$ cat src/rtl/csa_accum_ctrl.sv
// csa_accum_ctrl: sequencer for a multi-operand carry-save accumulator.
// Each accepted operand goes through one 3:2 compression into a registered
// (sum, carry) pair. After the last operand, one carry-propagate add resolves
// the pair, and the result is offered on a valid/ready output.
// Optional build macro: CSA_ACCUM_SIGNED_EN (sign-extend operands instead of
// zero-extending them).
module csa_accum_ctrl #(
   parameter int unsigned WIDTH = 16,
   parameter int unsigned CNT_W = 8,
   parameter int unsigned ACC_W = 24
) (
   input  logic             clk,
   input  logic             rst,
   input  logic             start,
   input  logic [CNT_W-1:0] len,
   input  logic             in_valid,
   output logic             in_ready,
   input  logic [WIDTH-1:0] in_data,
   output logic             out_valid,
   input  logic             out_ready,
   output logic [ACC_W-1:0] out_sum,
   output logic             busy
);

   typedef enum logic [1:0] {StIdle, StAccum, StResolve, StDone} state_e;

   state_e           state_q, state_d;
   logic [CNT_W-1:0] cnt_q, cnt_d;
   logic [ACC_W-1:0] s_q, s_d;
   logic [ACC_W-1:0] c_q, c_d;
   logic [ACC_W-1:0] sum_q, sum_d;
   logic [ACC_W-1:0] x;
   logic [ACC_W-1:0] maj;

`ifdef CSA_ACCUM_SIGNED_EN
   assign x = ACC_W'($signed(in_data));
`else
   assign x = ACC_W'(in_data);
`endif

   // The majority term is stored pre-shifted, so S + C always equals the running total.
   assign maj = (s_q & c_q) | (s_q & x) | (c_q & x);

   assign busy    = (state_q != StIdle);
   assign out_sum = sum_q;

   // Next-state, datapath update and handshake outputs
   always_comb begin
      state_d   = state_q;
      cnt_d     = cnt_q;
      s_d       = s_q;
      c_d       = c_q;
      sum_d     = sum_q;
      in_ready  = 1'b0;
      out_valid = 1'b0;
      unique case (state_q)
         StIdle: begin
            if (start) begin
               if (len != '0) begin
                  cnt_d   = len;
                  s_d     = '0;
                  c_d     = '0;
                  state_d = StAccum;
               end else begin
                  // An empty stream goes straight to the output with a zero result.
                  sum_d   = '0;
                  state_d = StDone;
               end
            end
         end
         StAccum: begin
            in_ready = 1'b1;
            if (in_valid) begin
               s_d   = s_q ^ c_q ^ x;
               c_d   = maj << 1;
               cnt_d = cnt_q - CNT_W'(1);
               if (cnt_q == CNT_W'(1)) begin
                  state_d = StResolve;
               end
            end
         end
         StResolve: begin
            sum_d   = s_q + c_q;
            state_d = StDone;
         end
         StDone: begin
            out_valid = 1'b1;
            if (out_ready) begin
               state_d = StIdle;
            end
         end
         default: state_d = StIdle;
      endcase
   end

   // State and datapath registers; reset drops any in-flight stream
   always_ff @(posedge clk or posedge rst) begin
      if (rst) begin
         state_q <= StIdle;
         cnt_q   <= '0;
         s_q     <= '0;
         c_q     <= '0;
         sum_q   <= '0;
      end else begin
         state_q <= state_d;
         cnt_q   <= cnt_d;
         s_q     <= s_d;
         c_q     <= c_d;
         sum_q   <= sum_d;
      end
   end

endmodule

$ cat config.mk
export PLATFORM = sky130hd
export DESIGN_NAME = csa_accum_ctrl
export DESIGN_NICKNAME = d
export VERILOG_FILES = /design/src/rtl/csa_accum_ctrl.sv
export SDC_FILE = /design/constraint.sdc
export NUM_CORES = 1
export LEC_CHECK = 0
export BUFFER_PORTS_ARGS = -buffer_cell sky130_fd_sc_hd__clkbuf_2
export CAP_MARGIN = 25
export CELL_PAD_IN_SITES_DETAIL_PLACEMENT = 1
export CELL_PAD_IN_SITES_GLOBAL_PLACEMENT = 1
export CORE_MARGIN = 3
export CORE_UTILIZATION = 50
export DETAILED_ROUTE_END_ITERATION = 7
export PLACE_DENSITY_LB_ADDON = 0.1
export SLEW_MARGIN = 20
export SYNTH_ARGS = -nofsm -noshare
export SYNTH_HDL_FRONTEND = slang
export SYNTH_SLANG_ARGS = --single-unit
export TNS_END_PERCENT = 1
$ cat constraint.sdc
create_clock -name clk -period 4.2 [get_ports clk]
set_input_delay 0.21 -clock clk [delete_from_list [all_inputs] [get_ports clk]]
set_output_delay 0.21 -clock clk [all_outputs]
set_load 0.05 [all_outputs]
==> Yosys cells after proc, flatten, opt, wreduce, memory -nomap -nowiden <==
Index checks and enable logic that the tools add are counted.
{ "op_classes": {"n_addsub": 2, "mux": 21, "n_eq_ne": 10, "bitwise": 7, "n_reduce_logical": 8} }
{ "op_table": {"columns": ["cell", "n"], "rows": [
  ["$mux 24", 6],
  ["$pmux 24 s2", 3],
  ["$and 23x16->23", 2],
  ["$or 23x23->23", 2],
  ["$add 24x24->24", 1],
  ["$mux 8", 3],
  ["$xor 24x16->24", 1],
  ["$xor 24x24->24", 1],
  ["$and 23x23->23", 1],
  ["$pmux 8 s2", 1],
  ["$ne 2x2->1 const B", 6],
  ["$mux 2", 5],
  ["$eq 8x1->1 const B", 1],
  ["$pmux 2 s4", 1],
  ["$reduce_and 4->1", 2],
  ["$reduce_bool 8->1", 1],
  ["$sub 8x1->8 const B", 1],
  ["$reduce_bool 2->1", 3],
  ["$eq 2x2->1 const B", 2],
  ["$reduce_and 3->1", 1],
  ["$eq 2x1->1 const B", 1],
  ["$logic_not 2->1", 1],
  ["$mux 1", 2]
]} }
{ "word_totals": {"ff_bits": 82, "output_inout_bits": 27, "word_cells": 53, "in_bits": 29} }

==> Depth between registers and ports, before layout <==
{ "depth": {"depth_word": 5, "mapped_depth": 11, "depth_no_buf": 11} }

==> Worst setup path after synthesis <==
Ideal clock, no wire load.
{ "synth_timing": {"path_type": "register -> register", "startpoint": "reg s_q[1]", "endpoint": "reg sum_q[21] (netlist: out_sum[21])", "setup_slack_ps": 1905, "path_stages_with_launch": 12, "period_less_slack_ps": 2295, "n_path_buf": 0, "arrival_time_ps": 2173, "setup_ps": 122, "required_time_ps": 4078, "cell_sequence": "dfrtp_1 ha_1 inv_1 fa_1 and2b_1 o21ai_2 a21oi_2 o211ai_1 a31oi_1 a41o_1 xnor2_1 o21ai_1"} }
{ "synth_via": {"elab_chain_cells": 2} }
{ "synth_rtl": {"columns": ["element", "line_no", "rtl"], "rows": [
  ["start: declaration", "29", "logic [ACC_W-1:0] s_q, s_d;"],
  ["start signal: assignment", "101", "s_q <= '0;"],
  ["start signal: assignment", "107", "s_q <= s_d;"],
  ["$add 24x24->24", "83", "sum_d = s_q + c_q;"],
  ["$pmux 24 s2", "56", "unique case (state_q)"],
  ["end signal: assignment", "109", "sum_q <= sum_d;"],
  ["end: declaration", "31", "logic [ACC_W-1:0] sum_q, sum_d;"]
]} }
No other way between the ends.
A chain may end at the register's enable or synchronous reset.

==> Final worst setup path <==
Same ends and word-level chain as after synthesis.

==> impl_summary.md <==
Outcome
The flow ran to the end, and the final reports show no timing, DRC or antenna violations.

Placement
The placed instances occupy a cell area of 5009 um2. The routability congestion estimate from global placement is 0.8398. The count of port buffers added during placement is 55. Detailed placement ended at an HPWL of 8619 um. At the placement stage, the worst setup path has a slack of 1.321 ns.

STA
The worst relative slew slack is 35.33%. The total of endpoints with negative setup slack in the final report is 0. The sum of negative setup slack is 0 ns. On the final layout, the worst hold slack is 0.1478 ns. The final count of hold timing violations came to 0.

The worst-case setup margin in the final layout is 1.301 ns. Setup repair after global routing left no endpoint under its margin. The maximum clock frequency is 345.0 MHz. After layout, the minimum clock period comes to 2.899 ns. The max-slew violation total from the final report is 0. The clock arrives with 0.01178 ns of skew. The ratio of final minimum period to clock period is 69.02%.

At the pin with the least slew margin, the transition time is 0.9700 ns.

Floorplan
During I/O placement, the number of pins put on the boundary was 56. The initial cell density of the core is 52.48%. The floorplan die width is 102.8 um.

From bottom edge to top edge, the die measures 102.8 um. The placement row count is 34. The overall die area is 10570 um2. The area of the core is 8934 um2.

Yosys
The synthesized design contains 0 enable-type register cells. The number of different library cells used by synthesis comes to 51. The summed instance area of the synthesized netlist is 4688 um2.

The number of flip-flops and latches in the synthesized netlist is 81. The synthesized design devotes to its leading area cell type 43.23% of total area. The synthesized design spends more area on one cell type than any other, namely dfrtp_1.

After synthesis, the most frequently instantiated cells are dfrtp_1 (81), a22o_1 (44), nand2_1 (41), o21ai_0 (34), ha_1 (30). Sequential elements use 43.23% of the synthesized area. In the post-synthesis netlist, the biggest area contributors are dfrtp_1 (43%), a22o_1 (8.2%), ha_1 (8.0%). The cell count after synthesis is 440. During synthesis, Yosys emitted a total of 0 warnings. The synthesized netlist net count is 515. The fraction of registers with async set/reset is 100.0%.

The flip-flop cell with the highest count after synthesis is dfrtp_1. The most numerous cell in the Yosys netlist is dfrtp_1. The mean cell area of the mapped netlist is 10.66 um2.

Clocking
Buffers inserted during clock tree synthesis total 9. The tree is rooted in a clkbuf_8. The maximum clock path buffer count is 2. The CTS sink count is 81. The clock reaches the later pin of the worst-skew pair after 0.35 ns. The CTS H-tree depth is 3. The clock transition at the register clock pins on the worst setup and hold paths after CTS is 0.09 ns. TritonCTS built the clock tree. After clock tree synthesis, the flow added hold-fix buffers numbering 1.

The post-CTS resize count is 0. After clock tree synthesis, the setup repair step added 0 buffers.

GRT
The number of global-route vias before repair is 3839. Entering global routing, the biggest net connects 44 pins. The global route total overflow is 0. The initial antenna violation count came to 0.

The global-route wire length before repair is 19880 um. The combined global-route utilization of all metal layers is 24.24%.

Routing
After the first detailed-routing iteration, the DRC count stood at 160. The highest routed metal layer is met4. The total wire length after detailed routing is 11970 um. The wire length on met2 is 5746 um. The final routed wire length divided by cell count is 19.94 um. The number of vias per cell is 6.075. For this run, design rule violations remaining after detail routing come to 0. The number of iterations in the first detailed-routing pass is 6. The total number of vias is 3645. Once detail routing completed, the nets flagged for antenna violations numbered 0. The routed design uses 320 um of met3 wire. In the final routing, the length of wire on met1 measures 5749 um.

Cells and area
The fraction of final layout cells with drive strength greater than 1 is 18.29%. The finished layout cell area is 5234 um2. The antenna cell count is 0. The area added between synthesis and finish is 11.64%. The number of nets in the layout is 562.

Worst hold path
The path type of the worst min-delay path is input port to register.

Worst setup path
The maximum cell stage delay along the critical path is 0.48 ns. STA classifies the critical path endpoint as a register. Walking the worst path, the cells encountered are ha_1 -> inv_1 -> fa_1 -> and2b_1 -> o21ai_2 -> a21oi_2 -> o211ai_1 -> a31oi_1 -> a41o_1 -> xnor2_1 -> o21ai_1. Among all stages on the critical path, the largest delay is contributed by a31oi_1. Together, buffers and inverters on the worst path number 1. The largest fanout on the critical path is 4. The dominant delay contributor by cell family on the critical path is compound AO/OA/AOI/OAI gates.

The worst setup path is launched from a register. The arrival time of the worst setup path is 3.13 ns. The worst setup path category is register to register.

Data on the critical path is required at its endpoint by 4.43 ns.

Power
The switching component of the power is 1696 uW. Of the total power, the clock network draws 17.3%. Sequential cells burn 34.4% of the power. The leakage power of the design is 0.002534 uW. For this design the ratio of total power to cell area is 698.3 nW/um2. The cell internal power dissipation is 1959 uW. The worst IR drop on VDD is 0.3548 mV.

Net switching is 46.39% of the power. In this run, the combinational gates consume 48.3% of the power. The sum of internal, switching and leakage power is 3655 uW.

Flow run
Max-cap violations in this run came to 0.
cells by family after synthesis:
group / share of synthesized area [%]
AOI/OAI and AO/OA: 23.91
xor gates and xnor gates: 3.736
adders and majority gates: 14.84
buffers and inverters: 3.923
DFF: 43.23
muxes: 0.4270
and+or+nand+nor: 9.928
power groups by stage:
stage	Combinational [uW]	Clock, uW	Sequential [uW]
floorplan	1160	0	1410
CTS	1780	641	1260
global route	1970	673	1300
finish	1770	632	1260
global placement	1660	0	1260
detailed placement	1760	0	1270
registers in the layout (all words and copies together), names as in the netlist:
name / flops
out_sum: 24
s_q: 24
c_q: 23
cnt_q: 8
state_q: 2
per-stage QoR:
step | utilization, % | cells
3_3_place_gp | 56.06 | 583
4_1_cts | 58.54 | 600
5_1_grt | 58.59 | 600
3_5_place_dp | 56.06 | 583
6_report | 58.59 | 600
2_1_floorplan | - | 440
worst register-to-register path, stage by stage (launching register included):
cell and delay, ns:
dfrtp_1 0.42, ha_1 0.22, inv_1 0.07, fa_1 0.39
and2b_1 0.25, o21ai_2 0.08, a21oi_2 0.23, o211ai_1 0.15
a31oi_1 0.48, a41o_1 0.29, xnor2_1 0.12, o21ai_1 0.07
layout by cell type, fill, tap and decap left out, drive strengths merged, types with 4 or more instances in the layout:
master   n
nor2b    5
or3      4
o31ai    7
nand2   41
buf      4
nor2    16
o22ai    6
nand3    9
o21ai   40
xnor2   13
xor2     7
a21oi   22
inv     14
fa      16
a22o    44
a21o    12
dfrtp   81
o211ai   5
ha      30
a31oi    6
nor3     4
clkbuf  66
final cells by class:
cell class	count	area [um2]
flip-flops and latches	81	2027
clock buffers	11	131.4
multi-input cells	320	2487
clock inverters	5	80.08
repair buffers	60	315.3
fillers	983	3700
inverters	15	57.56
well taps	108	135.1
routing by layer:
metal  vias to the layer above  GRT usage [%]
li1                       1706              -
met1                      1865          33.76
met2                        61          40.22
met3                        13          3.451
met4                         0          6.076
met5                         -              0
path summary, 6_finish.rpt:
path                                  from          end  slack [ns]  cells past startpoint
worst min register to register  out_sum[1]   out_sum[1]        0.49                      2
min in group asynchronous              rst   out_sum[0]        0.47                      3
max in group asynchronous              rst      s_q[14]        2.68                      4
worst max register to register      s_q[1]  out_sum[21]        1.30                     11
worst max-delay path                s_q[1]  out_sum[21]        1.30                     11
worst min-delay path                len[3]     cnt_q[3]        0.15                      3
(Power assumes the default switching activity.)
